`src/rtl/core_seq_ctrl_if.sv`:
```
`default_nettype none
// ============================================================================
// Module   : core_seq_ctrl_if
// Brief    : Handshake bundle between the sequencer and IFU/EXU/LSU/WBU.
// Revision : 1.0 - initial release
// ============================================================================
interface core_seq_ctrl_if;
   logic [31:0] o_pc;
   logic        o_ifu_req;
   logic        i_ifu_valid;
   logic        i_is_mem;
   logic        o_exu_start;
   logic        i_exu_done;
   logic        o_lsu_req;
   logic        i_lsu_done;
   logic        o_wbu_valid;
   logic        i_wbu_ready;
   logic [31:0] i_pc_next;
   logic        i_ebreak;
   logic        o_retire;
   logic        o_halt;
   logic        o_timeout;
   logic [2:0]  o_state;

   modport master (
      output o_pc, o_ifu_req, o_exu_start, o_lsu_req, o_wbu_valid,
             o_retire, o_halt, o_timeout, o_state,
      input  i_ifu_valid, i_is_mem, i_exu_done, i_lsu_done, i_wbu_ready,
             i_pc_next, i_ebreak
   );

   modport slave (
      input  o_pc, o_ifu_req, o_exu_start, o_lsu_req, o_wbu_valid,
             o_retire, o_halt, o_timeout, o_state,
      output i_ifu_valid, i_is_mem, i_exu_done, i_lsu_done, i_wbu_ready,
             i_pc_next, i_ebreak
   );
endinterface
`default_nettype wire

```
`src/rtl/core_seq_ctrl.sv`:
```
`default_nettype none
// ============================================================================
// Module   : core_seq_ctrl
// Brief    : Multi-cycle FETCH/EXEC/MEM/WB sequencer owning the RV32 PC.
//            Optional bus-wait timeout enabled by macro SEQ_TIMEOUT_EN.
// Revision : 1.0 - initial release
// ============================================================================
module core_seq_ctrl #(
   parameter logic [31:0] RESET_PC = 32'h8000_0000,
   parameter int unsigned TIMEOUT  = 1024
) (
   input  wire logic       clock,
   input  wire logic       reset,
   core_seq_ctrl_if.master bus
);

   typedef enum logic [2:0] {
      S_IDLE  = 3'd0,
      S_FETCH = 3'd1,
      S_EXEC  = 3'd2,
      S_MEM   = 3'd3,
      S_WB    = 3'd4,
      S_HALT  = 3'd5
   } state_t;

   state_t      state_q;
   logic [31:0] pc_q;
   logic        ifu_req_q;
   logic        exu_start_q;
   logic        lsu_req_q;
   logic        wbu_valid_q;
   logic        halt_q;
   logic        w_tmo_fire;

   if ((TIMEOUT < 2) || (TIMEOUT > 65535)) begin : g_timeout_range
      $fatal(1, "core_seq_ctrl: TIMEOUT out of range 2..65535");
   end

`ifdef SEQ_TIMEOUT_EN
   localparam logic [15:0] c_wait_last = 16'(TIMEOUT - 1);

   logic [15:0] wait_cnt_q;
   logic        timeout_q;
   logic        w_waiting;

   // Waiting means the consuming state sees no response this cycle.
   assign w_waiting  = ((state_q == S_FETCH) && !bus.i_ifu_valid) ||
                       ((state_q == S_MEM)   && !bus.i_lsu_done);
   assign w_tmo_fire = w_waiting && (wait_cnt_q == c_wait_last);

   always_ff @(posedge clock) begin
      if (reset) begin
         wait_cnt_q <= 16'd0;
         timeout_q  <= 1'b0;
      end else begin
         if (w_waiting && !w_tmo_fire) begin
            wait_cnt_q <= wait_cnt_q + 16'd1;
         end else begin
            wait_cnt_q <= 16'd0;
         end
         if (w_tmo_fire) begin
            timeout_q <= 1'b1;
         end
      end
   end

   assign bus.o_timeout = timeout_q;
`else
   assign w_tmo_fire    = 1'b0;
   assign bus.o_timeout = 1'b0;
`endif

   // Outputs are registered: every transition also loads the outputs of the
   // state being entered.
   always_ff @(posedge clock) begin
      if (reset) begin
         state_q     <= S_IDLE;
         pc_q        <= RESET_PC;
         ifu_req_q   <= 1'b0;
         exu_start_q <= 1'b0;
         lsu_req_q   <= 1'b0;
         wbu_valid_q <= 1'b0;
         halt_q      <= 1'b0;
      end else begin
         exu_start_q <= 1'b0;
         case (state_q)
            S_IDLE: begin
               state_q   <= S_FETCH;
               ifu_req_q <= 1'b1;
            end
            S_FETCH: begin
               if (bus.i_ifu_valid) begin
                  state_q     <= S_EXEC;
                  ifu_req_q   <= 1'b0;
                  exu_start_q <= 1'b1;
               end else if (w_tmo_fire) begin
                  state_q   <= S_HALT;
                  ifu_req_q <= 1'b0;
                  halt_q    <= 1'b1;
               end
            end
            S_EXEC: begin
               if (bus.i_exu_done) begin
                  if (bus.i_is_mem) begin
                     state_q   <= S_MEM;
                     lsu_req_q <= 1'b1;
                  end else begin
                     state_q     <= S_WB;
                     wbu_valid_q <= 1'b1;
                  end
               end
            end
            S_MEM: begin
               if (bus.i_lsu_done) begin
                  state_q     <= S_WB;
                  lsu_req_q   <= 1'b0;
                  wbu_valid_q <= 1'b1;
               end else if (w_tmo_fire) begin
                  state_q   <= S_HALT;
                  lsu_req_q <= 1'b0;
                  halt_q    <= 1'b1;
               end
            end
            S_WB: begin
               if (bus.i_wbu_ready) begin
                  wbu_valid_q <= 1'b0;
                  if (bus.i_ebreak) begin
                     state_q <= S_HALT;
                     halt_q  <= 1'b1;
                  end else begin
                     state_q   <= S_FETCH;
                     pc_q      <= bus.i_pc_next;
                     ifu_req_q <= 1'b1;
                  end
               end
            end
            S_HALT: begin
               state_q <= S_HALT;
            end
            default: begin
               // Illegal encodings fall back to IDLE with everything quiet.
               state_q     <= S_IDLE;
               ifu_req_q   <= 1'b0;
               lsu_req_q   <= 1'b0;
               wbu_valid_q <= 1'b0;
            end
         endcase
      end
   end

   assign bus.o_pc        = pc_q;
   assign bus.o_ifu_req   = ifu_req_q;
   assign bus.o_exu_start = exu_start_q;
   assign bus.o_lsu_req   = lsu_req_q;
   assign bus.o_wbu_valid = wbu_valid_q;
   assign bus.o_retire    = wbu_valid_q && bus.i_wbu_ready;
   assign bus.o_halt      = halt_q;
   assign bus.o_state     = state_q;

endmodule
`default_nettype wire

```
`src/flat_wrapper.sv`:
```
// flat-port wrapper written by rule: the top's interface ports become plain ports
module core_seq_ctrl_flat 
#(
   parameter logic [31:0] RESET_PC = 32'h8000_0000,
   parameter int unsigned TIMEOUT  = 1024
)
  (clock, reset, bus_o_pc, bus_o_ifu_req, bus_o_exu_start, bus_o_lsu_req, bus_o_wbu_valid, bus_o_retire, bus_o_halt, bus_o_timeout, bus_o_state, bus_i_ifu_valid, bus_i_is_mem, bus_i_exu_done, bus_i_lsu_done, bus_i_wbu_ready, bus_i_pc_next, bus_i_ebreak);
  core_seq_ctrl_if bus_i ();
  input  wire logic clock;
  input  wire logic reset;
  output wire logic [$bits(bus_i.o_pc)-1:0] bus_o_pc;
  output wire logic [$bits(bus_i.o_ifu_req)-1:0] bus_o_ifu_req;
  output wire logic [$bits(bus_i.o_exu_start)-1:0] bus_o_exu_start;
  output wire logic [$bits(bus_i.o_lsu_req)-1:0] bus_o_lsu_req;
  output wire logic [$bits(bus_i.o_wbu_valid)-1:0] bus_o_wbu_valid;
  output wire logic [$bits(bus_i.o_retire)-1:0] bus_o_retire;
  output wire logic [$bits(bus_i.o_halt)-1:0] bus_o_halt;
  output wire logic [$bits(bus_i.o_timeout)-1:0] bus_o_timeout;
  output wire logic [$bits(bus_i.o_state)-1:0] bus_o_state;
  input wire logic [$bits(bus_i.i_ifu_valid)-1:0] bus_i_ifu_valid;
  input wire logic [$bits(bus_i.i_is_mem)-1:0] bus_i_is_mem;
  input wire logic [$bits(bus_i.i_exu_done)-1:0] bus_i_exu_done;
  input wire logic [$bits(bus_i.i_lsu_done)-1:0] bus_i_lsu_done;
  input wire logic [$bits(bus_i.i_wbu_ready)-1:0] bus_i_wbu_ready;
  input wire logic [$bits(bus_i.i_pc_next)-1:0] bus_i_pc_next;
  input wire logic [$bits(bus_i.i_ebreak)-1:0] bus_i_ebreak;
  assign bus_o_pc = bus_i.o_pc;
  assign bus_o_ifu_req = bus_i.o_ifu_req;
  assign bus_o_exu_start = bus_i.o_exu_start;
  assign bus_o_lsu_req = bus_i.o_lsu_req;
  assign bus_o_wbu_valid = bus_i.o_wbu_valid;
  assign bus_o_retire = bus_i.o_retire;
  assign bus_o_halt = bus_i.o_halt;
  assign bus_o_timeout = bus_i.o_timeout;
  assign bus_o_state = bus_i.o_state;
  assign bus_i.i_ifu_valid = bus_i_ifu_valid;
  assign bus_i.i_is_mem = bus_i_is_mem;
  assign bus_i.i_exu_done = bus_i_exu_done;
  assign bus_i.i_lsu_done = bus_i_lsu_done;
  assign bus_i.i_wbu_ready = bus_i_wbu_ready;
  assign bus_i.i_pc_next = bus_i_pc_next;
  assign bus_i.i_ebreak = bus_i_ebreak;
  core_seq_ctrl #(.RESET_PC(RESET_PC), .TIMEOUT(TIMEOUT)) u_core (.clock(clock), .reset(reset), .bus(bus_i));
endmodule
```
`config.mk`:
```
export PLATFORM = sky130hd
export DESIGN_NAME = core_seq_ctrl_flat
export DESIGN_NICKNAME = d
export VERILOG_FILES = /design/src/rtl/core_seq_ctrl_if.sv /design/src/rtl/core_seq_ctrl.sv /design/src/flat_wrapper.sv
export SDC_FILE = /design/constraint.sdc
export NUM_CORES = 1
export LEC_CHECK = 0
export ABC_AREA = 0
export CAP_MARGIN = 10
export CORE_MARGIN = 2
export CORE_UTILIZATION = 34
export DETAILED_ROUTE_END_ITERATION = 6
export GPL_ROUTABILITY_DRIVEN = 0
export PLACE_DENSITY = 0.71
export SKIP_LAST_GASP = 1
export SLEW_MARGIN = 20
export SYNTH_ARGS = -nofsm -noshare
export SYNTH_HDL_FRONTEND = slang
export SYNTH_SLANG_ARGS = --single-unit
```
`constraint.sdc`:
```
create_clock -name clock -period 1.6 [get_ports clock]
set_input_delay 0.16 -clock clock [delete_from_list [all_inputs] [get_ports clock]]
set_output_delay 0.16 -clock clock [all_outputs]
set_load 0.02 [all_outputs]
```
**Word level (Yosys, flattened, before mapping)**

Index checks and enable logic that the tools add are counted.

- Equality and inequality tests: 12
- Multiplexer cells: 21
- Bitwise operators: 5
- Reductions and logical operators: 12

Operators with widths:

| kind | count |
|---|---|
| 3-bit two-way mux | 6 |
| 3-bit case mux with 6 select lines | 1 |
| 2-bit inequality test (second input constant) | 7 |
| 4-bit AND reduction | 3 |
| 1-bit two-way mux | 11 |
| 1-bit case mux with 4 select lines | 2 |
| 3-bit by 2-bit == test with 1-bit output (second input constant) | 2 |
| 3-bit == test (second input constant) | 2 |
| 3-bit AND reduction | 2 |
| 3-bit OR reduction | 2 |
| 1-bit inverter | 5 |
| 5-bit AND reduction | 1 |
| 4-bit OR reduction | 1 |
| 3-bit by 1-bit == test with 1-bit output (second input constant) | 1 |
| 3-bit logical NOT | 1 |
| 1-bit case mux with 3 select lines | 1 |
| 2-bit OR reduction | 1 |
| 1-bit logical AND | 1 |

- Bits in registers: 40
- Input bits: 40
- Output and inout bits: 42

**Longest topological paths before layout**

- Depth after elaboration: 4
- Depth in mapped cells: 6
- Gate-level depth less buffers: 4

**Worst setup path before layout**

OpenSTA, ideal clock, no wires.

- Path type: register to register
- Start: register u_core.state_q[0] (netlist: u_core.bus.o_state[0])
- End: register u_core.state_q[0] (netlist: u_core.bus.o_state[0])
- Arrival time: 1401 ps
- Data required time: 1541 ps
- Path slack: 140 ps
- Stages on the path, launching flop included: 5
- Clock period less this slack: 1460 ps
- Path through: dfxtp_1 > inv_2 > or4_4 > a211oi_2 > a41o_1

- Cells in the longest elaborated chain, start to end: 3
- Elaborated cells between the ends (all ways): 12
- Those cells by class: eq/ne (9); mux (1); reduce/logical (2)

RTL lines:

| element | RTL line | RTL |
|---|---|---|
| start, declared | core_seq_ctrl.sv:26 | `state_t state_q;` |
| start signal, assigned | core_seq_ctrl.sv:77 | `state_q <= S_IDLE;` |
| start signal, assigned | core_seq_ctrl.sv:88 | `state_q <= S_FETCH;` |
| start signal, assigned | core_seq_ctrl.sv:93 | `state_q <= S_EXEC;` |
| 3-bit == test, or another cell as far along | core_seq_ctrl.sv:86 | `case (state_q)` |
| 2-bit inequality test (no line) | - |  |
| 4-bit AND reduction (no line) | - |  |

Parallel ways exist; a longest one is shown, timed or not.
A chain may end at the register's enable or synchronous reset.

**Final worst setup path**

- Start: register u_core.state_q[2] (netlist: u_core.bus.o_state[2])
- End: output bus_o_state[2]

RTL lines:

| element | RTL line | RTL |
|---|---|---|
| end, declared | flat_wrapper.sv:19 | `output wire logic [$bits(bus_i.o_state)-1:0] bus_o_state;` |

No word-level cell between the ends.

==> metrics.md <==
| Metric | Value |
|---|---|
| R2r setup slk | `0.19 ns` |
| Die H | `71.3 um` |
| Synthesized instance count | `191` |
| Met2 usage | `0.235` |
| Clk_lat worst skew | `0.28 ns` |
| Port bufs | `80` |
| Layout Nets | `314` |
| CTS Buf Count | `5` |
| Pin count of the biggest net entering global routing | `27` |
| Initial core utilization | `0.354` |
| Global-route wire length before repair | `6070 um` |
| Root buffer cell | `clkbuf_8` |
| Syn Area/Cell | `8.07 sq um` |
| GR Util met1 | `0.192` |
| Tmin final | `1.53 ns` |
| First drt pass iteration count | `4` |
| Row Count | `24` |
| WP data required | `1.44 ns` |
| Post-synthesis instance area | `0.00154 sq mm` |
| Vias in the first global route | `1377` |
| Worst-path maximum fanout | `6` |
| Library cells used by synthesis | `25` |
| Number of diodes | `0` |
| Post-synth EDFFs | `0` |
| Worst Path Arrival | `1.37 ns` |
| Num Clock Sinks | `40` |
| Met3 usage | `0.0492` |
| WS Path Type | `reg -> out` |
| Pwr per Cell Area | `975 mW/mm^2` |
| Num ports | `82` |
| GRT busiest layer | `met2` |
| Residual DRC | `0` |
| Initial antenna violation count | `0` |
| Yosys top cell area share | `0.519` |
| Setup TNS | `0 ns` |
| CTS tree | `yes` |
| Reg2Reg Depth | `5` |
| Yosys warning count | `0` |
| Post-synthesis async set-or-reset flop share | `0` |
| DR vias/cell | `4.63` |
| Fmax | `653 MHz` |
| Vias | `1513` |
| Clock buffer depth | `2` |
| Crit-path leading delay family | `buffers and inverters` |
| Number of routed nets with antenna violations | `0` |
| Crit-path max cell delay | `0.65 ns` |
| Hold path depth | `3` |
| Worst vdd ir | `498 uV` |
| Yosys reg bits | `40` |
| GR Util All Layers | `0.149` |
| Sequential share of the synthesized area | `0.519` |
| RSZ-0062 raised after global routing | `no` |
| CP Launch Type | `register` |
| Layout cell share with drive strength beyond 1 | `0.0873` |
| Worst setup EP type | `primary output` |
| HP Start | `bus_i_pc_next[15]` |
| Clock transition at path regs | `0.08 ns` |
| Core area | `0.00435 sq mm` |
| Mean routed wirelength per cell | `11.6 um` |
| Leading area contributor after synthesis | `dfxtp_1` |
| Status | `finished clean` |
| Routed WL | `3810 um` |
| H-tree depth | `2` |
| Worst path bufs/invs | `1` |
| Reg2reg start | `u_core.bus.o_state[2]$_SDFFE_PP0P_` |
| CP Cell Sequence | `clkdlybuf4s50_1` |
| Leakage dissipation | `0.000939 uW` |
| Final Skew | `0.00187 ns` |
| Die area | `0.00509 sq mm` |
| Chip Width | `71.3 um` |
| Final WS setup | `0.0697 ns` |
| Setup Slack @ Placement | `0.00897 ns` |
| Layout area overhead | `65.9%` |
| Reg-to-reg critical path endpoint | `u_core.bus.o_pc[0]$_SDFFE_PP0P_` |
| Grt ovf | `0` |
| Hold Crit Class | `in -> reg` |
| Final setup fails | `0` |
| Most used DFF post-synth | `dfxtp_1` |
| Final HPWL DP | `2760 um` |
| Post CTS Setup Buffer Count | `0` |
| Pins Over Slew Limit | `0` |
| Final Hold Vio Count | `0` |
| Final Cycle Share | `0.956` |
| Top post-synthesis cells by area | `dfxtp_1 (52%), nand2_1 (17%), a21oi_1 (11%)` |
| Max-cap violations | `0` |
| DR iter-0 viols | `63` |
| Worst Hold Path EP | `u_core.bus.o_pc[15]$_SDFFE_PP0P_` |
| Max stage delay cell, worst path | `clkdlybuf4s50_1` |
| Net Count, Synth | `231` |
## where the power goes
| group | internal, uW | switching, uW |
|---|---|---|
| combinational | 273 | 222 |
| clock | 550 | 337 |
| sequential | 1050 | 66.8 |
## stage by stage
step | utilization | instance area, sq um | hold WS (ns) | power, uW | std cells
6_report | 0.587 | 2560 | 0.418 | 2490 | 327
5_1_grt | 0.587 | 2560 | 0.416 | 2620 | 327
4_1_cts | 0.586 | 2550 | 0.404 | 2520 | 327
3_5_place_dp | 0.557 | 2420 | 0.446 | 1630 | 319
3_3_place_gp | 0.557 | 2420 | 0.441 | 1620 | 319
2_1_floorplan | - | 1540 | 0.284 | 1380 | 191
## cells in the mapped netlist, drive strengths merged, types with 2 or more instances
| cell type | number |
|---|---|
| nand2b | 6 |
| a21oi | 34 |
| and2b | 2 |
| o21ai | 4 |
| clkbuf | 4 |
| nand2 | 68 |
| a31oi | 3 |
| inv | 2 |
| dfxtp | 40 |
| buf | 9 |
| nand3b | 4 |
| a211oi | 3 |
| nor2 | 3 |
## registers in the layout (all words and copies together), names as in the netlist
signal	cells
u_core.bus.o_wbu_valid	1
u_core.bus.o_ifu_req	1
u_core.bus.o_state	3
u_core.bus.o_pc	32
u_core.bus.o_lsu_req	1
u_core.bus.o_exu_start	1
u_core.bus.o_halt	1
## metal layers
layer,vias to the layer above,routed length [um]
li1,791,-
met2,44,1850
met4,0,14
met3,2,258
met1,676,1680
met5,-,0
## area by class of cell
cell class              instances  area [sq um]
inverters                       2          7.51
clock buffers                   7          96.3
repair buffers                 89           886
fillers                       426          1800
well taps                      52          65.1
multi-input cells             136           669
clock inverters                 1          30.0
flip-flops and latches         40           803
## kinds of logic after synthesis
logic type / share of synthesized area
other cells: 0.00243
simple gates: 0.262
buf+inv: 0.0503
compound gates: 0.166
flops: 0.519
## worst max path at each step
stage,startpoint,end,slack [ns],depth (start not counted)
after global placement,bus_i_wbu_ready,bus_o_retire,0.06,3
after CTS,u_core.bus.o_state[0]$_SDFFE_PP0P_,bus_o_state[0],0.006,1
after global routing,u_core.bus.o_state[2]$_SDFFE_PP0P_,bus_o_state[2],0.02,1
final,u_core.bus.o_state[2]$_SDFFE_PP0P_,bus_o_state[2],0.07,1
after floorplan,u_core.bus.o_state[0]$_SDFFE_PP0P_,u_core.bus.o_state[0]$_SDFFE_PP0P_,0.14,4
after detailed placement,bus_i_wbu_ready,u_core.bus.o_pc[0]$_SDFFE_PP0P_,0.009,6
## timing repair
item,in CTS,in global routing
endpoints found under the hold margin,0,0
hold buffers,0,0
resized for setup,1,3
endpoints found under the setup margin,1,3
## cell usage in the layout, fill, tap and decap left out, types with 2 or more instances in the layout
master / instances
buf_4: 8
clkbuf_8: 7
nand2b_1: 6
nor2_1: 3
a21oi_1: 34
a31oi_1: 3
dlymetal6s2s_1: 2
nand2_1: 68
dfxtp_1: 38
dfxtp_2: 2
nand3b_1: 4
clkdlybuf4s50_1: 78
a211oi_1: 2
o21ai_0: 4
and2b_1: 2
Note: power is estimated with default switching activity, not from simulation.
